### src/rtl/cordic_sincos_iter_pkg.sv
// Shared constants, FSM state type and real-to-fixed conversion for the
// iterative CORDIC sine/cosine core.
package cordic_pkg;

  localparam real K_REAL       = 0.6072529350;
  localparam real HALF_PI_REAL = 1.5707963268;

  typedef enum logic [1:0] {
    IDLE = 2'd0,
    ITER = 2'd1,
    DONE = 2'd2
  } state_e;

  // Round-to-nearest (ties away from zero) conversion to a fixed-point integer.
  function automatic longint to_fix(input real r, input int fracs);
    real scaled;
    scaled = r * (2.0 ** fracs);
    if (scaled >= 0.0) begin
      return longint'($rtoi(scaled + 0.5));
    end else begin
      return -longint'($rtoi(0.5 - scaled));
    end
  endfunction

endpackage

### src/rtl/cordic_sincos_iter_if.sv
// Angle-in / sine-cosine-out handshake bundle of the CORDIC core.
interface cordic_sincos_iter_if #(
  parameter int WIDTH = 23
);
  logic signed [WIDTH-1:0] theta;
  logic                    in_valid;
  logic                    in_ready;
  logic signed [WIDTH-1:0] cos_out;
  logic signed [WIDTH-1:0] sin_out;
  logic                    range_err;
  logic                    out_valid;
  logic                    out_ready;

  modport slave (
    input  theta, in_valid, out_ready,
    output in_ready, cos_out, sin_out, range_err, out_valid
  );

  modport master (
    output theta, in_valid, out_ready,
    input  in_ready, cos_out, sin_out, range_err, out_valid
  );
endinterface

### src/rtl/cordic_atan_rom.sv
// Combinational arctangent table: atan_o = round(atan(2^-idx) * 2^FRACS).
// The table is padded to a power of two so any index value is legal.
module cordic_atan_rom
  import cordic_pkg::*;
#(
  parameter int FRACS = 21,
  parameter int ITERS = 16,
  parameter int DW    = 25,
  parameter int CW    = 5
) (
  input  logic        [CW-1:0] idx_i,
  output logic signed [DW-1:0] atan_o
);

  logic signed [DW-1:0] rom_s [2**CW];

  for (genvar gi = 0; gi < 2**CW; gi++) begin : g_rom
    if (gi < ITERS) begin : g_used
      localparam longint ATAN_FIX = to_fix($atan(2.0 ** (-gi)), FRACS);
      assign rom_s[gi] = DW'(ATAN_FIX);
    end else begin : g_pad
      assign rom_s[gi] = '0;
    end
  end

  assign atan_o = rom_s[idx_i];

endmodule

### src/rtl/cordic_sincos_iter.sv
// Iterative CORDIC rotator: one micro-rotation per enabled clock, producing
// saturated cos/sin of a Q(INTS).(FRACS) angle with range checking.
module cordic_sincos_iter
  import cordic_pkg::*;
#(
  parameter int FRACS = 21,
  parameter int INTS  = 1,
  parameter int WIDTH = INTS + FRACS + 1,
  parameter int ITERS = 16
) (
  input  logic                 clk,
  input  logic                 reset,
  input  logic                 clk_en,
  cordic_sincos_iter_if.slave  bus
);

  localparam int DW = WIDTH + 2;
  localparam int CW = $clog2(ITERS + 1);

  localparam logic signed [DW-1:0] K_FIX       = DW'(to_fix(K_REAL, FRACS));
  localparam logic signed [DW-1:0] HALF_PI_FIX = DW'(to_fix(HALF_PI_REAL, FRACS));
  localparam logic signed [DW-1:0] ONE_FIX     = {{(DW-1){1'b0}}, 1'b1} << FRACS;

  state_e                  state_q, state_d;
  logic        [CW-1:0]    cnt_q, cnt_d;
  logic signed [DW-1:0]    x_q, x_d, y_q, y_d, z_q, z_d;
  logic                    err_q, err_d;
  logic signed [WIDTH-1:0] cos_q, cos_d, sin_q, sin_d;

  logic signed [DW-1:0]    atan_s, x_sh_s, y_sh_s, x_rot_s, y_rot_s, z_rot_s, theta_ext_s;
  logic                    out_of_range_s;

  function automatic logic signed [WIDTH-1:0] sat_trunc(input logic signed [DW-1:0] v);
    logic signed [DW-1:0] t;
    if (v > ONE_FIX) begin
      t = ONE_FIX;
    end else if (v < -ONE_FIX) begin
      t = -ONE_FIX;
    end else begin
      t = v;
    end
    return t[WIDTH-1:0];
  endfunction

  cordic_atan_rom #(
    .FRACS (FRACS),
    .ITERS (ITERS),
    .DW    (DW),
    .CW    (CW)
  ) u_atan_rom (
    .idx_i  (cnt_q),
    .atan_o (atan_s)
  );

  assign theta_ext_s    = {{(DW-WIDTH){bus.theta[WIDTH-1]}}, bus.theta};
  assign out_of_range_s = (theta_ext_s > HALF_PI_FIX) || (theta_ext_s < -HALF_PI_FIX);

  // Single micro-rotation; the sign of the residual angle picks the direction.
  assign x_sh_s  = x_q >>> cnt_q;
  assign y_sh_s  = y_q >>> cnt_q;
  assign x_rot_s = z_q[DW-1] ? (x_q + y_sh_s)  : (x_q - y_sh_s);
  assign y_rot_s = z_q[DW-1] ? (y_q - x_sh_s)  : (y_q + x_sh_s);
  assign z_rot_s = z_q[DW-1] ? (z_q + atan_s)  : (z_q - atan_s);

  // Next-state and datapath load decode.
  always_comb begin
    state_d = state_q;
    cnt_d   = cnt_q;
    x_d     = x_q;
    y_d     = y_q;
    z_d     = z_q;
    err_d   = err_q;
    cos_d   = cos_q;
    sin_d   = sin_q;
    case (state_q)
      IDLE: begin
        if (bus.in_valid) begin
          state_d = ITER;
          cnt_d   = '0;
          x_d     = K_FIX;
          y_d     = '0;
          z_d     = theta_ext_s;
          err_d   = out_of_range_s;
        end else begin
          state_d = IDLE;
        end
      end
      ITER: begin
        x_d   = x_rot_s;
        y_d   = y_rot_s;
        z_d   = z_rot_s;
        cnt_d = cnt_q + CW'(1);
        if (cnt_q == CW'(ITERS - 1)) begin
          state_d = DONE;
          cos_d   = err_q ? '0 : sat_trunc(x_rot_s);
          sin_d   = err_q ? '0 : sat_trunc(y_rot_s);
        end else begin
          state_d = ITER;
        end
      end
      DONE: begin
        if (bus.out_ready) begin
          state_d = IDLE;
        end else begin
          state_d = DONE;
        end
      end
      default: begin
        state_d = IDLE;
      end
    endcase
  end

  // State, datapath and output registers; a low clk_en freezes everything.
  always_ff @(posedge clk or negedge reset) begin
    if (!reset) begin
      state_q <= IDLE;
      cnt_q   <= '0;
      x_q     <= '0;
      y_q     <= '0;
      z_q     <= '0;
      err_q   <= 1'b0;
      cos_q   <= '0;
      sin_q   <= '0;
    end else if (clk_en) begin
      state_q <= state_d;
      cnt_q   <= cnt_d;
      x_q     <= x_d;
      y_q     <= y_d;
      z_q     <= z_d;
      err_q   <= err_d;
      cos_q   <= cos_d;
      sin_q   <= sin_d;
    end
  end

  assign bus.in_ready  = (state_q == IDLE);
  assign bus.out_valid = (state_q == DONE);
  assign bus.cos_out   = cos_q;
  assign bus.sin_out   = sin_q;
  assign bus.range_err = err_q;

endmodule

### src/flat_wrapper.sv
// flat-port wrapper written by rule: the top's interface ports become plain ports
module cordic_sincos_iter_flat import cordic_pkg::*;
#(
  parameter int FRACS = 21,
  parameter int INTS  = 1,
  parameter int WIDTH = INTS + FRACS + 1,
  parameter int ITERS = 16
)
  (clk, reset, clk_en, bus_theta, bus_in_valid, bus_out_ready, bus_in_ready, bus_cos_out, bus_sin_out, bus_range_err, bus_out_valid);
  cordic_sincos_iter_if #(.WIDTH(WIDTH)) bus_i ();
  input  logic clk;
  input  logic reset;
  input  logic clk_en;
  input wire logic [$bits(bus_i.theta)-1:0] bus_theta;
  input wire logic [$bits(bus_i.in_valid)-1:0] bus_in_valid;
  input wire logic [$bits(bus_i.out_ready)-1:0] bus_out_ready;
  output wire logic [$bits(bus_i.in_ready)-1:0] bus_in_ready;
  output wire logic [$bits(bus_i.cos_out)-1:0] bus_cos_out;
  output wire logic [$bits(bus_i.sin_out)-1:0] bus_sin_out;
  output wire logic [$bits(bus_i.range_err)-1:0] bus_range_err;
  output wire logic [$bits(bus_i.out_valid)-1:0] bus_out_valid;
  assign bus_i.theta = bus_theta;
  assign bus_i.in_valid = bus_in_valid;
  assign bus_i.out_ready = bus_out_ready;
  assign bus_in_ready = bus_i.in_ready;
  assign bus_cos_out = bus_i.cos_out;
  assign bus_sin_out = bus_i.sin_out;
  assign bus_range_err = bus_i.range_err;
  assign bus_out_valid = bus_i.out_valid;
  cordic_sincos_iter #(.FRACS(FRACS), .INTS(INTS), .WIDTH(WIDTH), .ITERS(ITERS)) u_core (.clk(clk), .reset(reset), .clk_en(clk_en), .bus(bus_i));
endmodule
### config.mk
export PLATFORM = sky130hd
export DESIGN_NAME = cordic_sincos_iter_flat
export DESIGN_NICKNAME = d
export VERILOG_FILES = /design/src/rtl/cordic_sincos_iter_pkg.sv /design/src/rtl/cordic_sincos_iter_if.sv /design/src/rtl/cordic_atan_rom.sv /design/src/rtl/cordic_sincos_iter.sv /design/src/flat_wrapper.sv
export SDC_FILE = /design/constraint.sdc
export NUM_CORES = 1
export LEC_CHECK = 0
export BUFFER_PORTS_ARGS = -buffer_cell sky130_fd_sc_hd__buf_4
export CORE_UTILIZATION = 30
export CTS_CLUSTER_SIZE = 40
export DETAILED_ROUTE_END_ITERATION = 8
export GPL_TIMING_DRIVEN = 0
export MAX_ROUTING_LAYER = met4
export PLACE_DENSITY = 0.55
export SYNTH_ARGS = -nofsm -noshare
export SYNTH_HDL_FRONTEND = slang
export SYNTH_SLANG_ARGS = --single-unit
### constraint.sdc
create_clock -name clk -period 7.1 [get_ports clk]
set_clock_uncertainty 0.15 [all_clocks]
set_input_delay 0.71 -clock clk [delete_from_list [all_inputs] [get_ports clk]]
set_output_delay 0.71 -clock clk [all_outputs]
set_load 0.05 [all_outputs]
==> impl_metrics.sql <==
INSERT INTO impl_metrics (metric_group, metric, value, unit) VALUES
('final_layout', 'fill_cells', '4751', ''),
('global_routing', 'grt.overflow.total', '0', ''),
('sta', 'period_needed', '6950', 'ps'),
('setup_path', 'cp_max_fo', '10', ''),
('synthesis', 'postSynth.asyncResetShare', '100', '%'),
('synthesis', 'synth_adder_area_share', '8.09', '%'),
('synthesis', 'syn-mean-instance-area', '8.81', 'µm²'),
('floorplan', 'die-width', '216', 'µm'),
('synthesis', 'synth.distinct_cells', '97', ''),
('synthesis', 'synth-main-ff-cell', 'dfrtp_1', ''),
('synthesis', 'netlist_top_cells_area', 'dfrtp_1, mux4_2, ha_1, o21ai_0, nand2_1', ''),
('sta', 'hold_violations', '0', ''),
('global_routing', 'number_of_antenna_violations_at_the_first_check_in_global_routing', '0', ''),
('final_layout', 'drive_above_1_share', '20.0', '%'),
('clock_tree', 'clock_tree_from_tritoncts', 'built', ''),
('synthesis', 'synth_seq_cells', '129', ''),
('setup_path', 'crit_type', 'flop to flop', ''),
('clock_tree', 'hold_fix_buffers_at_cts', '0', ''),
('synthesis', 'synth_xor_area_share', '7.58', '%'),
('hold_path', 'hold_path.class', 'primary input to async pin', ''),
('global_routing', 'grt.total_usage', '25.5', '%'),
('placement', 'gp_routability_congestion', '0.998', ''),
('sta', 'fmaxAchievable', '144', 'MHz'),
('floorplan', 'floorplan.io_pins', '77', ''),
('setup_path', 'critPathArrivalTime', '7210', 'ps'),
('final_layout', 'num_antenna_cells', '0', ''),
('synthesis', 'synthDominantAreaCellType', 'dfrtp_1', ''),
('floorplan', 'die-area', '0.0467', 'mm²'),
('routing', 'total_via_count_in_the_routed_design', '13500', ''),
('clock_tree', 'h-tree-depth', '4', ''),
('sta', 'tns', '0', 'ps'),
('floorplan', 'placeableCoreArea', '0.0453', 'mm²'),
('global_routing', 'maximum_number_of_pins_on_one_net_before_global_route_repair', '82', ''),
('global_routing', 'use_met2', '40.2', '%'),
('synthesis', 'dominant_combinational_cell_family_by_area_after_synthesis', 'compound AO/OA/AOI/OAI gates', ''),
('routing', 'initialDrtViolationCount', '1112', ''),
('global_routing', 'global_route_wire_length_before_repair', '85900', 'µm'),
('setup_path', 'critical_path.endpoint_type', 'flop', ''),
('synthesis', 'number_of_synthesized_flops_with_an_enable_pin', '0', ''),
('global_routing', 'groute.layer.met3.usage', '4.14', '%'),
('synthesis', 'mappedNetlistArea', '0.0137', 'mm²'),
('clock_tree', 'clkSinkCount', '129', ''),
('routing', 'detailed_route_drc_error_count', '0', ''),
('synthesis', 'synth-compound-area-share', '26.8', '%'),
('floorplan', 'placement_rows', '78', ''),
('placement', 'dpl-instance-area', '0.0151', 'mm²'),
('clock_tree', 'numCtsBuffers', '17', ''),
('placement', 'pre_cts_ws', '-1140', 'ps'),
('clock_tree', 'clk_pin_slew_worst_paths', '60', 'ps'),
('routing', 'via_per_inst', '5.88', ''),
('routing', 'detail_route.wl_per_cell', '25.1', 'µm'),
('clock_tree', 'cts.path.max_buffers', '2', ''),
('synthesis', 'synth_seq_area_share', '23.5', '%'),
('global_routing', 'globalRouteMet1Util', '32.4', '%'),
('placement', 'half_perimeter_wire_length_after_detailed_placement', '44600', 'µm'),
('job', 'maxCapViolations', '0', ''),
('global_routing', 'first_global_vias', '13100', ''),
('routing', 'drt_pre_antenna_iters', '5', ''),
('synthesis', 'synth_top_area_share', '23.5', '%'),
('routing', 'drt_wl_total', '57400', 'µm'),
('floorplan', 'start_util', '30.3', '%'),
('floorplan', 'die_h', '216', 'µm'),
('clock_tree', 'clock_insertion_delay_worst_skew', '470', 'ps'),
('sta', 'period_share', '97.9', '%'),
('sta', 'worstMarginPinSlew', '1250', 'ps'),
('synthesis', 'synth_cells', '1559', ''),
('setup_path', 'critical_path.startpoint_type', 'flop', ''),
('sta', 'crit_path_setup_slack_layout', '151', 'ps'),
('clock_tree', 'cts-root-buf', 'clkbuf_16', ''),
('placement', 'buffer_ports.inserted', '76', ''),
('sta', 'final_max_slew_viol_count', '0', ''),
('final_layout', 'layout.cell_area.non_filler', '0.0161', 'mm²'),
('outcome', 'status', 'completed', ''),
('synthesis', 'synthesis.yosys.warnings', '0', ''),
('global_routing', 'grt-busiest-layer', 'met2', ''),
('sta', 'final-setup-viol-count', '0', ''),
('synthesis', 'synth.mux.area_fraction', '13.1', '%'),
('setup_path', 'data_required_time_at_the_worst_endpoint', '7360', 'ps'),
('sta', 'max-slew-margin-rel', '16.6', '%'),
('routing', 'postRouteAntennaNets', '0', ''),
('synthesis', 'synth_simple_gate_area_share', '15.9', '%'),
('final_layout', 'fin_nets', '1790', ''),
('synthesis', 'number_of_nets_produced_by_synthesis', '1674', ''),
('final_layout', 'area_delta_synth_final', '17.0', '%');
[final cells by class]
class	instances	area, µm²	area share (%)
buffer	88	559	3.48
clock buffer	22	464	2.89
clock inverter	10	110	0.685
inverter	50	193	1.20
multi-input combinational	1290	9990	62.1
sequential	129	3230	20.1
tap	600	751	4.67
timing repair buffer	99	774	4.82
[worst max-delay path, cell delays in order, from the launching register on]
cell      delay, ps
dfrtp_2         480
buf_4           260
clkbuf_4        280
buf_4           260
mux4_2          330
mux2i_2         270
mux2i_1         160
mux2i_2         280
and3_4          260
nand3_1         110
or3_4           400
nor2_4          110
a21oi_1          90
xnor2_1         240
ha_2            320
and3_4          190
a31o_2          250
a21oi_2         100
o31a_1          260
buf_4           160
o21bai_1         70
xor2_1          200
nand4b_1        250
or4_4           530
o31ai_2         220
a32o_2          350
buf_6           170
a22o_1          120
[cells in the final DEF, fill, tap and decap left out, types with 17 or more instances in the layout]
cell,count
mux2i_1,25
buf_4,108
a22o_1,36
xor2_1,57
nor2b_1,23
clkbuf_16,18
a21oi_1,105
a31oi_1,28
nor2_1,100
nor3_1,27
clkbuf_1,47
mux4_2,53
mux2_2,26
o21ai_2,20
and2_1,17
nand2_1,152
o21ai_0,113
a22oi_1,26
a211oi_1,17
o21a_1,19
a21o_1,28
xnor2_1,58
nand2b_1,17
ha_1,83
inv_1,45
dfrtp_1,126
nand3_1,22
[path summary, 6_finish.rpt]
check | from | to | slack, ps | cells past startpoint
setup / recovery | u_core.cnt_q[2] | u_core.bus.cos_out[10] | 150 | 27
hold / removal | reset | u_core.y_q[10] | 50 | 1
setup reg to reg | u_core.cnt_q[2] | u_core.bus.cos_out[10] | 150 | 27
hold reg to reg | u_core.bus.sin_out[14] | u_core.bus.sin_out[14] | 330 | 2
max in group asynchronous | reset | u_core.x_q[12] | 5920 | 2
min in group clk | clk_en | u_core.state_q[0] | 320 | 2
[per-layer routing]
metal | part of all wire (%) | vias up
met2 | 46 | 469
li1 | - | 6124
met4 | 4.1 | 0
met5 | 0 | -
met1 | 44 | 6765
met3 | 5.4 | 95
[flip-flops by register name (all words and copies together) (netlist names)]
name                  cells
u_core.bus.range_err      1
u_core.x_q               25
u_core.z_q               25
u_core.state_q            2
u_core.bus.sin_out       23
u_core.y_q               25
u_core.bus.cos_out       23
u_core.cnt_q              5
[metrics by stage]
step	cells	hold slack, ps	util, %
global route	2288	68.5	35.5
floorplan	1559	264	-
CTS	2274	41.1	35.0
finish	2288	45.4	35.5
detailed placement	2236	316	33.3
global placement	2235	311	33.3
[Yosys cell counts (all sizes together), types with 7 or more instances]
cell type  count
mux2          29
a22oi         27
ha            84
o31a           7
nor2         103
a22o          36
nand2        152
nor2b         23
a31oi         29
a221o          7
a2111oi        8
buf           40
a21oi        108
mux2i         28
or2           10
and3          12
o21ai        136
mux4          53
o21a          19
nor3b          9
and2          18
a211oi        21
nand3         22
dfrtp        129
xor2          57
o21bai         8
o211ai        10
nand2b        17
o31ai         14
nor3          27
o22ai          7
a21o          28
o22a           8
inv           48
clkbuf        50
xnor2         62
[cells by family (layout without fill, tap and decap cells)]
logic type / count (synthesis) / after routing
flip-flops: 129 / 129
AND/OR/NAND/NOR: 439 / 439
buffers and inverters: 140 / 269
XOR/XNOR: 119 / 119
AO/OA/AOI/OAI: 535 / 535
multiplexers: 110 / 110
adder cells (fa/ha/maj): 87 / 87
[what timing repair did]
item / CTS / global route
setup endpoints to repair: 48 / 45
pin swaps: 5 / 10
buffers inserted: 8 / 12
gates resized for setup: 29 / 39
gates cloned: 0 / 2
Power is not shown: default switching activity piles up to over one toggle a cycle in this logic, so the estimate is an artifact.
